--- src/rtl/verify_sequencer.sv ---
// verify_sequencer: steps a digit index across the reference code and the
// user-entry buffer, compares one digit per cycle, reports a pass/fail result,
// tracks remaining attempts and enforces a timed lockout after repeated failures.
module verify_sequencer #(
    parameter int unsigned N_DIGITS    = 4,
    parameter int unsigned DIGIT_W     = 4,
    parameter int unsigned MAX_TRIES   = 3,
    parameter int unsigned LOCK_CYCLES = 16,
    localparam int unsigned IDX_W      = (N_DIGITS > 1) ? $clog2(N_DIGITS) : 1,
    localparam int unsigned TRY_W      = $clog2(MAX_TRIES + 1),
    localparam int unsigned LOCK_W     = $clog2(LOCK_CYCLES + 1)
) (
    input  logic               clk,
    input  logic               rst,
    input  logic               start,
    input  logic               abort,
    input  logic [DIGIT_W-1:0] entry_digit,
    input  logic [DIGIT_W-1:0] ref_digit,
    output logic [IDX_W-1:0]   idx,
    output logic               busy,
    output logic               analysis_done,
    output logic               match,
    output logic               locked,
    output logic [TRY_W-1:0]   tries_left
);

    typedef enum logic [1:0] {
        StIdle,
        StCompare,
        StResult,
        StLockout
    } state_e;

    localparam logic [IDX_W-1:0]  LastIdx  = IDX_W'(N_DIGITS - 1);
    localparam logic [TRY_W-1:0]  FullTry  = TRY_W'(MAX_TRIES);
    localparam logic [LOCK_W-1:0] LockLoad = LOCK_W'(LOCK_CYCLES);

    state_e             state_q, state_d;
    logic [IDX_W-1:0]   idx_q, idx_d;
    logic               mismatch_q, mismatch_d;
    logic               match_q, match_d;
    logic [TRY_W-1:0]   tries_q, tries_d;
    logic [LOCK_W-1:0]  lock_cnt_q, lock_cnt_d;

    // Next-state and datapath update for the sequencing FSM.
    always_comb begin
        state_d    = state_q;
        idx_d      = idx_q;
        mismatch_d = mismatch_q;
        match_d    = match_q;
        tries_d    = tries_q;
        lock_cnt_d = lock_cnt_q;

        unique case (state_q)
            StIdle: begin
                // abort wins over start when both are raised together
                if (start && !abort) begin
                    state_d    = StCompare;
                    idx_d      = '0;
                    mismatch_d = 1'b0;
                end
            end
            StCompare: begin
                if (abort) begin
                    state_d = StIdle;
                    idx_d   = '0;
                end else begin
                    mismatch_d = mismatch_q | (entry_digit != ref_digit);
                    if (idx_q == LastIdx) begin
                        state_d = StResult;
                        idx_d   = '0;
                    end else begin
                        idx_d = idx_q + IDX_W'(1);
                    end
                end
            end
            StResult: begin
                match_d = ~mismatch_q;
                if (!mismatch_q) begin
                    tries_d = FullTry;
                    state_d = StIdle;
                end else begin
                    if (tries_q != '0) begin
                        tries_d = tries_q - TRY_W'(1);
                    end
                    // last remaining try just consumed
                    if (tries_q <= TRY_W'(1)) begin
                        state_d    = StLockout;
                        lock_cnt_d = LockLoad;
                    end else begin
                        state_d = StIdle;
                    end
                end
            end
            StLockout: begin
                if (lock_cnt_q != '0) begin
                    lock_cnt_d = lock_cnt_q - LOCK_W'(1);
                end
                if (lock_cnt_q <= LOCK_W'(1)) begin
                    state_d = StIdle;
                    tries_d = FullTry;
                    idx_d   = '0;
                end
            end
            default: begin
                state_d = StIdle;
                idx_d   = '0;
            end
        endcase
    end

    // State registers with asynchronous active-low reset.
    always_ff @(posedge clk or negedge rst) begin
        if (!rst) begin
            state_q    <= StIdle;
            idx_q      <= '0;
            mismatch_q <= 1'b0;
            match_q    <= 1'b0;
            tries_q    <= FullTry;
            lock_cnt_q <= '0;
        end else begin
            state_q    <= state_d;
            idx_q      <= idx_d;
            mismatch_q <= mismatch_d;
            match_q    <= match_d;
            tries_q    <= tries_d;
            lock_cnt_q <= lock_cnt_d;
        end
    end

    assign idx           = idx_q;
    assign match         = match_q;
    assign tries_left    = tries_q;
    assign busy          = (state_q == StCompare) || (state_q == StResult);
    assign analysis_done = (state_q == StResult);
    assign locked        = (state_q == StLockout);

endmodule

--- config.mk ---
export PLATFORM = sky130hd
export DESIGN_NAME = verify_sequencer
export DESIGN_NICKNAME = d
export VERILOG_FILES = /design/src/rtl/verify_sequencer.sv
export SDC_FILE = /design/constraint.sdc
export NUM_CORES = 1
export LEC_CHECK = 0
export ABC_AREA = 1
export BUFFER_PORTS_ARGS = -buffer_cell sky130_fd_sc_hd__buf_2
export CORE_ASPECT_RATIO = 0.5
export CORE_MARGIN = 2
export CORE_UTILIZATION = 32
export DETAILED_ROUTE_END_ITERATION = 7
export GPL_ROUTABILITY_DRIVEN = 0
export GPL_TIMING_DRIVEN = 1
export PLACE_DENSITY = 0.47
export SLEW_MARGIN = 20
export SYNTH_ARGS = -nofsm -noshare
export SYNTH_HDL_FRONTEND = slang
export SYNTH_SLANG_ARGS = --single-unit
--- constraint.sdc ---
create_clock -name clk -period 2.2 [get_ports clk]
set_input_delay 0.33 -clock clk [delete_from_list [all_inputs] [get_ports clk]]
set_output_delay 0.33 -clock clk [all_outputs]
set_load 0.005 [all_outputs]
# Yosys cells after proc, flatten, opt, wreduce, memory -nomap -nowiden

Index checks and enable logic that the tools add are counted.
W data, S select, Z words.

Add/subtract/negate cells: 3
Magnitude comparators: 2
Equality and inequality tests: 13
Mux-type cells: 22
Bitwise logic cells: 2
Reductions and logical operators: 14

Operator list:

| cell                  | number |
|---|---|
| $mux W2               | 12 |
| $mux W5               | 3 |
| $reduce_and A3 Y1     | 4 |
| $pmux W5 S2           | 1 |
| $ne A2 B1 Y1 const B  | 4 |
| $pmux W2 S4           | 1 |
| $eq A2 B2 Y1 const B  | 3 |
| $pmux W2 S3           | 1 |
| $reduce_bool A2 Y1    | 3 |
| $le A5 B1 Y1 const B  | 1 |
| $reduce_bool A5 Y1    | 1 |
| $sub A5 B1 Y5 const B | 1 |
| $ne A2 B2 Y1 const B  | 2 |
| $ne A4 B4 Y1          | 1 |
| $pmux W2 S2           | 1 |
| $reduce_and A4 Y1     | 1 |
| $ne A3 B2 Y1 const B  | 1 |
| $ne A3 B3 Y1 const B  | 1 |
| $reduce_bool A3 Y1    | 1 |
| $add A2 B1 Y2 const B | 1 |
| $eq A2 B1 Y1 const B  | 1 |
| $le A2 B1 Y1 const B  | 1 |
| $logic_not A2 Y1      | 1 |
| $mux W1               | 2 |
| other kinds (7)       | 7 |

Bits in registers: 13
Output and inout port bits: 8

# Longest topological paths before layout

Depth in word-level cells: 4
Gate-level depth with buffers: 9

# Worst setup path before layout

Ideal clock, no wire load.

Path kind: flip-flop to flip-flop
From: register state_q[0]
To: register lock_cnt_q[2]
Library setup time: 0.121 ns
Data arrival time: 1.255 ns
Required time: 2.079 ns
Setup slack: 0.824 ns
Stages on the path, launching flop included: 10
Buffers on the path: 0
Cell sequence: dfrtp_1 -> inv_1 -> ha_1 -> nand2_1 -> inv_2 -> o21ai_2 -> o21ai_2 -> nand2_4 -> nand2_1 -> o21ai_1

Longest elaborated chain between the ends: 3
Elaborated cells on any way between the ends: 8
Those cells by class: eq/ne: 5; mux: 1; reduce/logical: 2

RTL lines:

| element                                                             | line | RTL |
|---|---|---|
| from (decl)                                                         | 38   | `state_e state_q, state_d;` |
| from (signal assigned)                                              | 115  | `state_q <= StIdle;` |
| from (signal assigned)                                              | 122  | `state_q <= state_d;` |
| $eq A2 B2 Y1 *                                                      | -    |  |
| via analysis_done                                                   | 21   | `output logic analysis_done,` |
| $ne A2 B1 Y1 (no source line) or $reduce_bool A2 Y1 (tied branches) | -    |  |
| $reduce_and A4 Y1 (no source line)                                  | -    |  |
| to (signal assigned)                                                | 127  | `lock_cnt_q <= lock_cnt_d;` |
| to (decl)                                                           | 43   | `logic [LOCK_W-1:0] lock_cnt_q, lock_cnt_d;` |

The timed path passes the listed nets; every way through them passes the cells marked *.
A chain may end at the register's enable or synchronous reset.

# Worst setup path in the final report

From: register state_q[0]
To: output port analysis_done

Longest elaborated chain between the ends: 1

RTL lines:

| element      | line | RTL |
|---|---|---|
| $eq A2 B2 Y1 | 135  | `assign analysis_done = (state_q == StResult);` |
| to (decl)    | 21   |  |

No other way between the ends.

==> reports/metrics.cfg <==
[timing]
max_freq_ghz=0.6164
worst_pin_slew_ns=0.3714
fin_ws_ns=0.5777
period_share_pct=73.74
grt_setup_unrepaired=no
setup-violations-final=0
finalHoldViolations=0
skew_ns=0.002215
relSlewSlack_pct=75.24
tns_ns=0
holdWs_ns=0.3907
drv_slew=0
period_minus_slack_ns=1.622

[final_layout]
drive_above_1_share_pct=21.34
nets=188
syn_to_final_growth_pct=19.42
n_antenna_cell=0
regArea_um2=327.8
fin_util_pct=39.79
multi_input_area_um2=555.5
instances_no_fill=204
fin_area_um2=1185
fillers=327

[run]
drv_cap=0

[critical_path]
critPathKind=flop to output port
worstSetupEndpointType=output port
critPathSlowestCell=dfrtp_1
start_kind=flop
crit_chain=inv_1 > ha_1 > buf_2
cp_num_buf_inv=2
cpPeakStageDelay_ns=0.41
r2r_setup_slack_ns=0.62
critPathArrivalTime_ns=1.29
critical-path-top-delay-family=flip-flops
cp_max_fo=6
critical_path_required_ns=1.87

[die]
dieArea_um2=3589
io_pins=20
fp.dieW_um=82.75
dieHeight_um=43.38
start_util_pct=33.32
row_count=14
core_area_um2=2978

[route]
routed_wl_um=1985
firstDrtPassIters=4
avgRoutedWirePerCell_um=9.730
ant_nets=0
vias_per_cell=4.338
drt_iter0_markers=30
drc=0
vias=885

[power_and_ir_drop]
pwr-share-clk_pct=14.6
p_int_mw=0.8245
p_seq_share_pct=31.0
netSwitchingPower_mw=0.6870
swShare_pct=45.45
p_comb_share_pct=54.4
peakVddDrop_v=0.0003345
leakagePower_nw=0.6772
p_total_mw=1.512
power_density_nw_per_um2=1276

[synthesis]
syn_inst=141
synth_flop_cell=dfrtp_1
synth.distinct_cells=22
synthesis.nets=164
ys_ff_latch=13
synth_edf_count=0
yosys.area.top_type=dfrtp_1
avgSynthCellArea_um2=7.037
ys_async_sr_fraction_pct=100.0
synthTopCellsByArea=dfrtp_1 (28%), nand2_1 (16%), ha_1 (14%)
yosysWarningCount=0
synth_common_cells=nand2_1 (41), inv_1 (24), nor2_1 (13)
syn_area_um2=992.2
yosysMostFrequentCell=nand2_1
ys_seq_area_share_pct=33.04
synth_top_area_share_pct=27.74

[grt]
overflow=0
grt_pass1_wl_um=3325
antenna_found_initial=0
grt_pass1_vias=753
grt_use_total_pct=12.80
grt_max_degree=14

[hold_path]
hold_class=primary input to flop

[place]
dp_cells=199
place_ws_ns=0.6233
placed_area_um2=1130
dp_hpwl_um=1554
port_buffers=19

[status]
run_status=completed

[cts]
cts_max_path_buffers=2
cts.sinks=13
root_buffer=clkbuf_8
insertion_delay_ns=0.25
cts_buffers=3
cts_tree=built
holdBufCountCts=1
htree_levels=1
post_cts_buffers=0
cts_repair_resize_count=0
clk_pin_slew_worst_paths_ns=0.06

-- tightest hold or removal path: cells and delay by family --
kind | cells | cell delay [ns]
AO/OA/AOI/OAI | 1 | 0.04
AND/OR/NAND/NOR | 2 | 0.13
buffers and inverters | 1 | 0.08
-- power by group through the flow --
stage          clock [mW]  combinational (mW)  sequential, mW
2_1_floorplan           0               0.644           0.451
4_1_cts             0.233               0.837           0.470
3_5_place_dp            0               0.831           0.474
3_3_place_gp            0               0.843           0.467
6_report            0.221               0.822           0.468
5_1_grt             0.244               0.958           0.492
-- layout by cell type, fill, tap and decap left out, drive strengths merged --
| cell type | instances |
|---|---|
| buf | 19 |
| dfstp | 2 |
| nand3 | 7 |
| or2 | 3 |
| dfrtp | 11 |
| dlygate4sd3 | 1 |
| a21boi | 1 |
| o22ai | 1 |
| inv | 27 |
| clkbuf | 4 |
| nor2 | 13 |
| a21oi | 3 |
| o21bai | 1 |
| nand4 | 6 |
| o21ai | 10 |
| ha | 11 |
| nand2 | 44 |
-- area by class of cell --
class,instances,area share (%)
Multi-Input combinational cell,100,46.88
Sequential cell,13,27.67
Timing Repair Buffer,20,8.870
Tap cell,40,4.224
Inverter,27,8.553
Clock buffer,4,3.801
-- routing by layer --
layer / track usage (%) / vias to the layer above / wire [µm]
li1: - / 486 / -
met2: 19.52 / 14 / 881
met4: 3.934 / 0 / 6
met3: 5.417 / 2 / 77
met1: 16.67 / 383 / 1020
met5: 0 / - / 0
-- kinds of logic after synthesis --
| logic type | Yosys count | synth area share [%] |
|---|---|---|
| AND/OR/NAND/NOR | 73 | 32.66 |
| buffers and inverters | 28 | 10.97 |
| AO/OA/AOI/OAI | 16 | 9.458 |
| flip-flops | 13 | 33.04 |
| adder cells (fa/ha/maj) | 11 | 13.87 |
-- final timing paths --
kind / from / end / cells after the start
setup / recovery: state_q[0]$_DFFE_PN0P_ / analysis_done / 3
hold / removal: start / mismatch_q$_DFFE_PN0P_ / 4
setup reg to reg: state_q[0]$_DFFE_PN0P_ / lock_cnt_q[2]$_DFFE_PN0P_ / 9
hold reg to reg: tries_left[1]$_DFFE_PN1P_ / tries_left[1]$_DFFE_PN1P_ / 2
max in group asynchronous: rst / tries_left[1]$_DFFE_PN1P_ / 2
min in group asynchronous: rst / match$_DFFE_PN0P_ / 2
-- flip-flops by register name, summed over array words and instances (netlist names) --
| register | count |
|---|---|
| lock_cnt_q | 5 |
| idx | 2 |
| state_q | 2 |
| mismatch_q | 1 |
| tries_left | 2 |
| match | 1 |
Power figures use the tool's default switching activity.
